<file path="src/rtl/seq_detect_param.sv">
// seq_detect_param: W-bit serial pattern detector with qualified input,
// overlap mode and a saturating match counter.
//
// Parameters: W (pattern length), PATTERN (PATTERN[W-1] arrives first),
//   CNT_W (match counter width).
// Ports:
//   clk        rising-edge clock
//   rst        synchronous active-low reset
//   x, x_vld   serial bit and its qualifier
//   overlap    1 = overlapping detection, 0 = restart after a match
//   clr        synchronous clear of history, counter and match
//   match      registered one-cycle pulse after the completing bit
//   match_cnt  saturating match count since reset/clr
//   cnt_sat    high while match_cnt is all ones
// Macro SEQ_DET_PROG_EN adds pat_in/pat_ld and a loadable pattern register.
module seq_detect_param #(
  parameter int             W       = 4,
  parameter logic [W-1:0]   PATTERN = 4'b1011,
  parameter int             CNT_W   = 8
) (
  input  logic             clk,
  input  logic             rst,
  input  logic             x,
  input  logic             x_vld,
  input  logic             overlap,
  input  logic             clr,
`ifdef SEQ_DET_PROG_EN
  input  logic [W-1:0]     pat_in,
  input  logic             pat_ld,
`endif
  output logic             match,
  output logic [CNT_W-1:0] match_cnt,
  output logic             cnt_sat
);

  localparam int LW = $clog2(W + 1);
  localparam logic [LW-1:0] LEN_FULL = LW'(W);

  logic [W-1:0]     hist_q, hist_d;
  logic [LW-1:0]    len_q, len_d;
  logic             match_q, match_d;
  logic [CNT_W-1:0] cnt_q, cnt_d;
  logic             sat_q, sat_d;
  logic [W-1:0]     pat;

`ifdef SEQ_DET_PROG_EN
  logic [W-1:0]     pat_q, pat_d;
  assign pat = pat_q;
`else
  assign pat = PATTERN;
`endif

  logic [W-1:0]  hist_upd;
  logic [LW-1:0] len_upd;
  logic          hit;

  // Candidate state if the current bit is accepted.
  assign hist_upd = {hist_q[W-2:0], x};
  assign len_upd  = (len_q == LEN_FULL) ? len_q : len_q + LW'(1);
  assign hit      = (hist_upd == pat) && (len_upd == LEN_FULL);

  always_comb begin
    hist_d  = hist_q;
    len_d   = len_q;
    match_d = 1'b0;
    cnt_d   = cnt_q;
`ifdef SEQ_DET_PROG_EN
    pat_d   = pat_q;
`endif
    if (clr) begin
      hist_d = '0;
      len_d  = '0;
      cnt_d  = '0;
    end
`ifdef SEQ_DET_PROG_EN
    else if (pat_ld) begin
      pat_d  = pat_in;
      hist_d = '0;
      len_d  = '0;
    end
`endif
    else if (x_vld) begin
      hist_d  = hist_upd;
      // Non-overlap mode forgets progress once a match completes.
      len_d   = (hit && !overlap) ? '0 : len_upd;
      match_d = hit;
      if (hit && !sat_q) begin
        cnt_d = cnt_q + CNT_W'(1);
      end
    end
    sat_d = &cnt_d;
  end

  always_ff @(posedge clk) begin
    if (!rst) begin
      hist_q  <= '0;
      len_q   <= '0;
      match_q <= 1'b0;
      cnt_q   <= '0;
      sat_q   <= 1'b0;
`ifdef SEQ_DET_PROG_EN
      pat_q   <= PATTERN;
`endif
    end else begin
      hist_q  <= hist_d;
      len_q   <= len_d;
      match_q <= match_d;
      cnt_q   <= cnt_d;
      sat_q   <= sat_d;
`ifdef SEQ_DET_PROG_EN
      pat_q   <= pat_d;
`endif
    end
  end

  assign match     = match_q;
  assign match_cnt = cnt_q;
  assign cnt_sat   = sat_q;

endmodule

</file>
<file path="config.mk">
export PLATFORM = sky130hd
export DESIGN_NAME = seq_detect_param
export DESIGN_NICKNAME = d
export VERILOG_FILES = /design/src/rtl/seq_detect_param.sv
export SDC_FILE = /design/constraint.sdc
export NUM_CORES = 1
export LEC_CHECK = 0
export ABC_CLOCK_PERIOD_IN_PS = 3600
export CORE_ASPECT_RATIO = 1.5
export CORE_MARGIN = 2
export CORE_UTILIZATION = 30
export CTS_CLUSTER_DIAMETER = 150
export DETAILED_ROUTE_END_ITERATION = 8
export PLACE_DENSITY_LB_ADDON = 0.08
export REMOVE_ABC_BUFFERS = 1
export SYNTH_ARGS = -nofsm -noshare
export SYNTH_HDL_FRONTEND = slang
export SYNTH_SLANG_ARGS = --single-unit
</file>
<file path="constraint.sdc">
create_clock -name clk -period 3.6 [get_ports clk]
set_clock_uncertainty 0.05 [all_clocks]
set_input_delay 0.36 -clock clk [delete_from_list [all_inputs] [get_ports clk]]
set_output_delay 0.36 -clock clk [all_outputs]
set_load 0.01 [all_outputs]
</file>
Word level (Yosys, flattened, before mapping)

Cells that the tools add are included.
W data, S select, Z words.

Add/sub/neg operators: 2
$mul: 0
Divide/modulo/power cells: 0
Order comparisons: 0
Equal/unequal tests: 3
Shifts and indexed selects: 0
Multiplexer cells: 5
Bitwise operators: 2
Reduce and logical (&&, ||, !) cells: 8

Operators with widths:

| kind                  | number |
|---|---|
| $mux W8               | 3 |
| $add A8 B1 Y8 const B | 1 |
| $reduce_and A8 Y1     | 1 |
| $eq A3 B3 Y1 const B  | 2 |
| $mux W3               | 2 |
| $eq A4 B4 Y1 const B  | 1 |
| $add A3 B1 Y3 const B | 1 |
| $logic_and A1 B1 Y1   | 3 |
| $reduce_or A3 Y1      | 1 |
| $logic_not A1 Y1      | 2 |
| $not A1 Y1            | 2 |
| $reduce_or A2 Y1      | 1 |

Register bits: 16
Bits in latches: 0
Bits in writable memories: 0
Bits in read-only memories: 0
Input bits: 6
Logic and storage cells: 25
Memories: 0

Logic depth before layout (Yosys ltp)

Gate-level depths: netlist of run 1.

Depth after elaboration: 9
Mapped depth: 7
Gate-level depth less buffers: 7

Least setup slack after synthesis of run 1

OpenSTA, ideal clock, no wires.

Kind: register to register
Start point: register len_q[0]
End point: register cnt_q[7], in the netlist match_cnt[7]
Arrival: 1.870 ns
Required time: 3.479 ns
Slack: 1.609 ns
Cell stages (with the launch flop): 8
Buffers on the path: 0
Cells stage by stage: dfxtp_1 > inv_1 > ha_1 > or3b_4 > a31oi_4 > nand4_2 > or3_1 > a21oi_1

Longest elaborated chain between the ends: 8
Elaborated cells on any way between the ends: 9
Those cells by class: add/sub (1); eq/ne (2); mux (4); reduce/logical (2)

Ends and longest elaborated chain:

| element                                       | line | RTL |
|---|---|---|
| start, declared                               | 40   | `logic [LW-1:0] len_q, len_d;` |
| start signal, assigned                        | 106  | `len_q <= len_d;` |
| $add A3 B1 Y3 or $eq A3 B3 Y1 (tied branches) | 59   | `assign len_upd = (len_q == LEN_FULL) ? len_q : len_q + LW'(1);` |
| $mux W3 *                                     | 59   |  |
| $eq A3 B3 Y1 *                                | 60   | `assign hit = (hist_upd == pat) && (len_upd == LEN_FULL);` |
| $logic_and A1 B1 Y1 *                         | 60   |  |
| $logic_and A1 B1 Y1 *                         | 87   | `if (hit && !sat_q) begin` |
| $mux W8 *                                     | 87   |  |
| $mux W8 *                                     | 82   | `else if (x_vld) begin` |
| $mux W8 *                                     | 70   | `if (clr) begin` |
| end signal, assigned                          | 108  | `cnt_q <= cnt_d;` |
| end, declared                                 | 42   | `logic [CNT_W-1:0] cnt_q, cnt_d;` |

Mark *: on every way between the ends. The rest lies on a longest branch, timed or not.
A chain may end at the register's enable or synchronous reset.

Worst setup path in the final report of run 1

Ends and elaborated chain as after synthesis.

==> results.yml, run 1 <==
placement:
  hpwl_mm: 1.335
  gp_congestion: 0.7973
  port-buffer-count: 15
cells_and_area:
  antenna_cells: 0
  syn2layout_area_growth_pct: 27.95
  layout-drive-gt1-share_pct: 7.965
  nets: 123
drt:
  antenna_left: 0
  first_pass_iters: 4
  drtIter0Drc: 12
  routed_via_density: 4.613
  wire_per_inst_um: 12.17
  wl_mm: 1.826
  drc: 0
  vias: 692
clock_tree:
  clk_pin_slew_worst_paths_ps: 70
  post_cts_buffers: 0
  cts_sinks: 16
  cts_made_buffers: 3
  cts_max_level: 1
  clock_latency_ps: 250
  clockRootBuffer: "clkbuf_8"
  cts_buffer_depth: 2
  cts_tree: "built"
  cts_resized: 0
  postCtsHoldBufs: 0
die:
  start_util_pct: 31.28
  ios: 16
  fp.coreArea_mm2: 0.002676
  die_h_um: 68.70
  die_w_um: 47.13
  rows: 23
  die_area_mm2: 0.003238
sta:
  max_slew_margin_pct: 59.48
  tightest_slew_ps: 607.9
  period_share_pct: 61.83
  rsz0062_at_grt: "no"
  timing.fmax_ghz: 0.4493
  finalHoldViolCount: 0
  fin_crit_ps: 2226
  setup_viol_count_final: 0
  timing.hold.ws_ps: 434.9
  finalSetupTns_ps: 0
  slew_viol_final: 0
logic_synthesis:
  seq_area_frac_synth_pct: 38.27
  synth_warnings: 0
  synthTopCellsByCount: "16 x dfxtp_1, 13 x nor2_1, 9 x nand2_1"
  synth_area_per_cell_um2: 8.541
  synth-edff-count: 0
  yosysMostFrequentCell: "dfxtp_1"
  ys.flop_type: "dfxtp_1"
  async_flop_share_pct: 0
  netlist_instances: 98
  synth_area_um2: 837.1
  netlist.area_leader.share_pct: 38.27
  yosysTopAreaCell: "dfxtp_1"
  ys_types: 32
  synth_seq_cells: 16
  synth_area_leaders: "dfxtp_1 38%, nor2_1 5.8%, xor2_1 5.2%"
pwr:
  power_density_mw_per_mm2: 339.6
  peakVddDrop_v: 0.0001481
  finalPower_uw: 363.8
  p_leak_uw: 0.0004082
setup_path:
  reg2reg_depth: 7
  required_ps: 3720
  path_cells: "inv_1 -> ha_1 -> or3b_4 -> a31oi_4 -> nand4_2 -> or3_1 -> a21oi_1"
  r2r-end: "match_cnt[7]$_SDFF_PN0_"
  path_class: "flip-flop to flip-flop"
  r2r_start: "len_q[0]$_SDFFE_PP0P_"
  path_max_fanout: 8
  crit_arrival_ps: 2350
  endpoint_kind: "flip-flop"
  slowest_delay_ps: 420
  crit_slowest_cell: "or3b_4"
  rrSetupSlack_ps: 1370
  crit_path_start_kind: "flip-flop"
global_routing:
  grt_max_degree: 17
  first_global_vias: 702
  grt_overflow: 0
  grt.total_usage_pct: 13.98
  grt_pass1_wl_mm: 3.132
  antenna_found_initial: 0
min_path:
  hold_path_class: "flip-flop to flip-flop"
  hp-start: "hist_q[2]$_SDFFE_PP0P_"
  min_path_cells: 2
  min_to: "hist_q[2]$_SDFFE_PP0P_"
job:
  drv_cap: 0
status:
  status: "complete, no violations"
==> worst max-delay path, delay by kind of cell (launching register included) <==
kind	cells	cell delay, ps
buf+inv	1	90
fa+ha+maj	1	270
simple gates	3	920
flops	1	390
compound gates	2	420
==> sequential cells by signal, summed over array words and instances (netlist names) <==
register and flops:
len_q 3, match 1, cnt_sat 1, hist_q 3, match_cnt 8
==> worst max path at each step <==
stage,startpoint,to,slack [ps],depth (start not counted)
2_1_floorplan,len_q[0]$_SDFFE_PP0P_,match_cnt[7]$_SDFF_PN0_,1600,7
3_3_place_gp,x_vld,cnt_sat$_SDFF_PN0_,1330,6
3_5_place_dp,x_vld,cnt_sat$_SDFF_PN0_,1250,6
4_1_cts,len_q[0]$_SDFFE_PP0P_,match_cnt[7]$_SDFF_PN0_,1360,7
5_1_grt,len_q[0]$_SDFFE_PP0P_,match_cnt[7]$_SDFF_PN0_,1170,7
6_report,len_q[0]$_SDFFE_PP0P_,match_cnt[7]$_SDFF_PN0_,1370,7
==> metal layers <==
metal | vias to the layer above | part of all wire, % | GRT usage, %
li1 | 370 | - | -
met2 | 18 | 51 | 22.95
met3 | 4 | 3.0 | 2.344
met5 | - | 0 | 0
met4 | 0 | 2.2 | 8.333
met1 | 300 | 44 | 16.43
==> power breakdown <==
part	internal (uW)	leakage (uW)	switching [uW]
logic	11.3	0.000250	12.4
registers	179	0.000129	1.61
clock network	97.0	0.0000288	62.9
total	287	0.000408	76.9
==> cells by family (layout without fill, tap and decap cells) <==
group | Yosys count | in the layout | share of synthesized area [%]
AO/OA/AOI/OAI | 13 | 13 | 11.66
XOR/XNOR | 7 | 7 | 7.325
adder cells (fa/ha/maj) | 3 | 3 | 4.485
buffers and inverters | 9 | 24 | 4.335
flip-flops | 16 | 16 | 38.27
multiplexers | 4 | 4 | 4.783
AND/OR/NAND/NOR | 46 | 46 | 29.15
==> cells in the final DEF (no fill, tap or decap), types with 2 or more instances in the layout <==
master / instances
inv_1: 5
xor2_1: 5
o21ai_0: 2
nor2_1: 13
and2_1: 3
nand2_1: 9
nor3_1: 3
nand2b_1: 2
clkbuf_8: 4
clkdlybuf4s50_1: 15
mux2i_1: 4
dfxtp_1: 16
and3_1: 2
ha_1: 3
a21oi_1: 5
nand4_1: 3
nand3_1: 3
xnor2_1: 2
==> through the flow <==
step	setup WS [ps]	util [%]	std cells	cell area (um^2)
floorplan	1604	-	94	819.5
global placement	1329	37.96	146	1016
detailed placement	1254	37.96	146	1016
CTS	1365	40.02	150	1071
global route	1175	40.02	150	1071
finish	1374	40.02	150	1071
==> area by class of cell <==
type	instances	area, um^2
Fill cell	296	1605
Clock buffer	4	55.05
Tap cell	37	46.29
Timing Repair Buffer	15	150.1
Multi-Input combinational cell	73	480.5
Inverter	5	18.77
Sequential cell	16	320.3
Note: power is estimated with default switching activity, not from simulation.
==> inputs of run 2 (changes only) <==
--- a/config.mk
+++ b/config.mk
@@ -5,7 +5,7 @@
 export SDC_FILE = /design/constraint.sdc
 export NUM_CORES = 1
 export LEC_CHECK = 0
-export ABC_CLOCK_PERIOD_IN_PS = 3600
+export ABC_CLOCK_PERIOD_IN_PS = 2200
 export CORE_ASPECT_RATIO = 1.5
 export CORE_MARGIN = 2
 export CORE_UTILIZATION = 30
==> constraint.sdc (replaced) <==
create_clock -name clk -period 2.2 [get_ports clk]
set_clock_uncertainty 0.05 [all_clocks]
set_input_delay 0.22 -clock clk [delete_from_list [all_inputs] [get_ports clk]]
set_output_delay 0.22 -clock clk [all_outputs]
set_load 0.01 [all_outputs]
==> run 2 against run 1 <==
  * First-iteration DRC count shrank 25%
  * Setup slack got worse by 1200 ps
  * Final cell count rose by 2.0%
  * Total power is 66% higher
  * Via count rose by 4.0%
  * Combinational power rose by 83%
  * Highest routed layer unchanged
==> results.yml, run 2 (synthesized netlist as in run 1, its figures left out) <==
status:
  status: "complete, no violations"
pwr:
  finalPower_uw: 604.5
  p_leak_uw: 0.0004222
  peakVddDrop_v: 0.0003798
  power_density_mw_per_mm2: 552.2
cells_and_area:
  utilization_pct: 40.91
  regArea_um2: 321.6
  nets: 126
  antenna_cells: 0
  largest_register_ffs: 8
  fillers: 284
  mostFrequentLayoutCells: "15 x dfxtp_1, 15 x clkdlybuf4s50_1, 13 x nor2_1, 9 x nand2_1"
  syn2layout_area_growth_pct: 30.79
  layout-drive-gt1-share_pct: 11.21
  multi_input_area_um2: 480.5
sta:
  rsz0062_at_grt: "no"
  finalHoldViolCount: 0
  tightest_slew_ps: 316.6
  setup_viol_count_final: 0
  fin_crit_ps: 2057
  slew_viol_final: 0
  max_slew_margin_pct: 78.86
  timing.hold.ws_ps: 450.4
  timing.fmax_ghz: 0.4861
  period_share_pct: 93.50
  finalSetupTns_ps: 0
die:
  die_area_mm2: 0.003238
  fp.coreArea_mm2: 0.002676
  ios: 16
  start_util_pct: 31.28
  rows: 23
  die_w_um: 47.13
  die_h_um: 68.70
setup_path:
  r2r_start: "len_q[0]$_SDFFE_PP0P_"
  startpoint: "len_q[0]$_SDFFE_PP0P_"
  endpoint_kind: "flip-flop"
  required_ps: 2310
  crit_path_start_kind: "flip-flop"
  path_max_fanout: 8
  crit_arrival_ps: 2170
  path_class: "flip-flop to flip-flop"
clock_tree:
  cts_made_buffers: 3
  clockRootBuffer: "clkbuf_8"
  postCtsHoldBufs: 0
  clock_latency_ps: 250
  cts_tree: "built"
  cts_sinks: 16
  clk_pin_slew_worst_paths_ps: 70
  cts_max_level: 1
  cts_buffer_depth: 2
min_path:
  hold_path_class: "flip-flop to flip-flop"
  hp-start: "hist_q[2]$_SDFFE_PP0P_"
drt:
  wire_per_inst_um: 12.22
  drtIter0Drc: 9
  first_pass_iters: 4
  vias: 720
  routed_via_density: 4.706
  drc: 0
  wl_mm: 1.869
  antenna_left: 0
global_routing:
  grt_pass1_wl_mm: 3.187
  antenna_found_initial: 0
  first_global_vias: 738
  grt_max_degree: 12
  grt_overflow: 0
  grt.total_usage_pct: 13.89
placement:
  hpwl_mm: 1.375
  port-buffer-count: 15
  gp_congestion: 0.8062
job:
  drv_cap: 0
[run 2: through the flow]
step	area [um^2]	std cells	setup WS, ps
4_1_cts	1094	153	83.28
2_1_floorplan	819.5	94	204.4
5_1_grt	1095	153	23.11
3_3_place_gp	1039	149	190.7
3_5_place_dp	1039	149	112.7
6_report	1095	153	143.0
[run 2: final cells by class]
type                       count  area share, %
clock buffer                   4          5.029
inverter                       5          1.714
multi-input combinational     73          43.89
sequential                    16          29.37
tap                           37          4.229
timing repair buffer          18          15.77
[run 2: timing repair]
| action | CTS | global route |
|---|---|---|
| resized for setup | 0 | 1 |
| buffers inserted | 0 | 0 |
| setup endpoints to repair | 0 | 2 |
[run 2: critical path, stage by stage, from the launching register on]
cell and delay (ps):
dfxtp_2 360, inv_1 70, ha_1 210, or3b_4 390
a31oi_4 290, nand4_1 170, mux2i_1 170, nor4_1 260
[run 2: where the power goes]
group / internal, uW / leakage (uW) / total (uW) / switching [uW]
Clock: 159 / 0.0000288 / 266 / 107
Sequential: 292 / 0.000130 / 295 / 2.53
Combinational: 22.1 / 0.000264 / 43.4 / 21.2
[run 2: final timing paths]
| path | endpoint | slack (ps) | cells past startpoint |
|---|---|---|---|
| setup / recovery | cnt_sat$_SDFF_PN0_ | 140 | 7 |
| setup reg to reg | cnt_sat$_SDFF_PN0_ | 140 | 7 |
| hold / removal | hist_q[2]$_SDFFE_PP0P_ | 450 | 2 |
| hold reg to reg | hist_q[2]$_SDFFE_PP0P_ | 450 | 2 |
[run 2: routing by layer]
metal / wire length [um] / GRT usage (%)
met2: 962 / 22.77
met4: 20 / 8.333
met5: 0 / 0
met3: 55 / 2.604
met1: 830 / 16.16
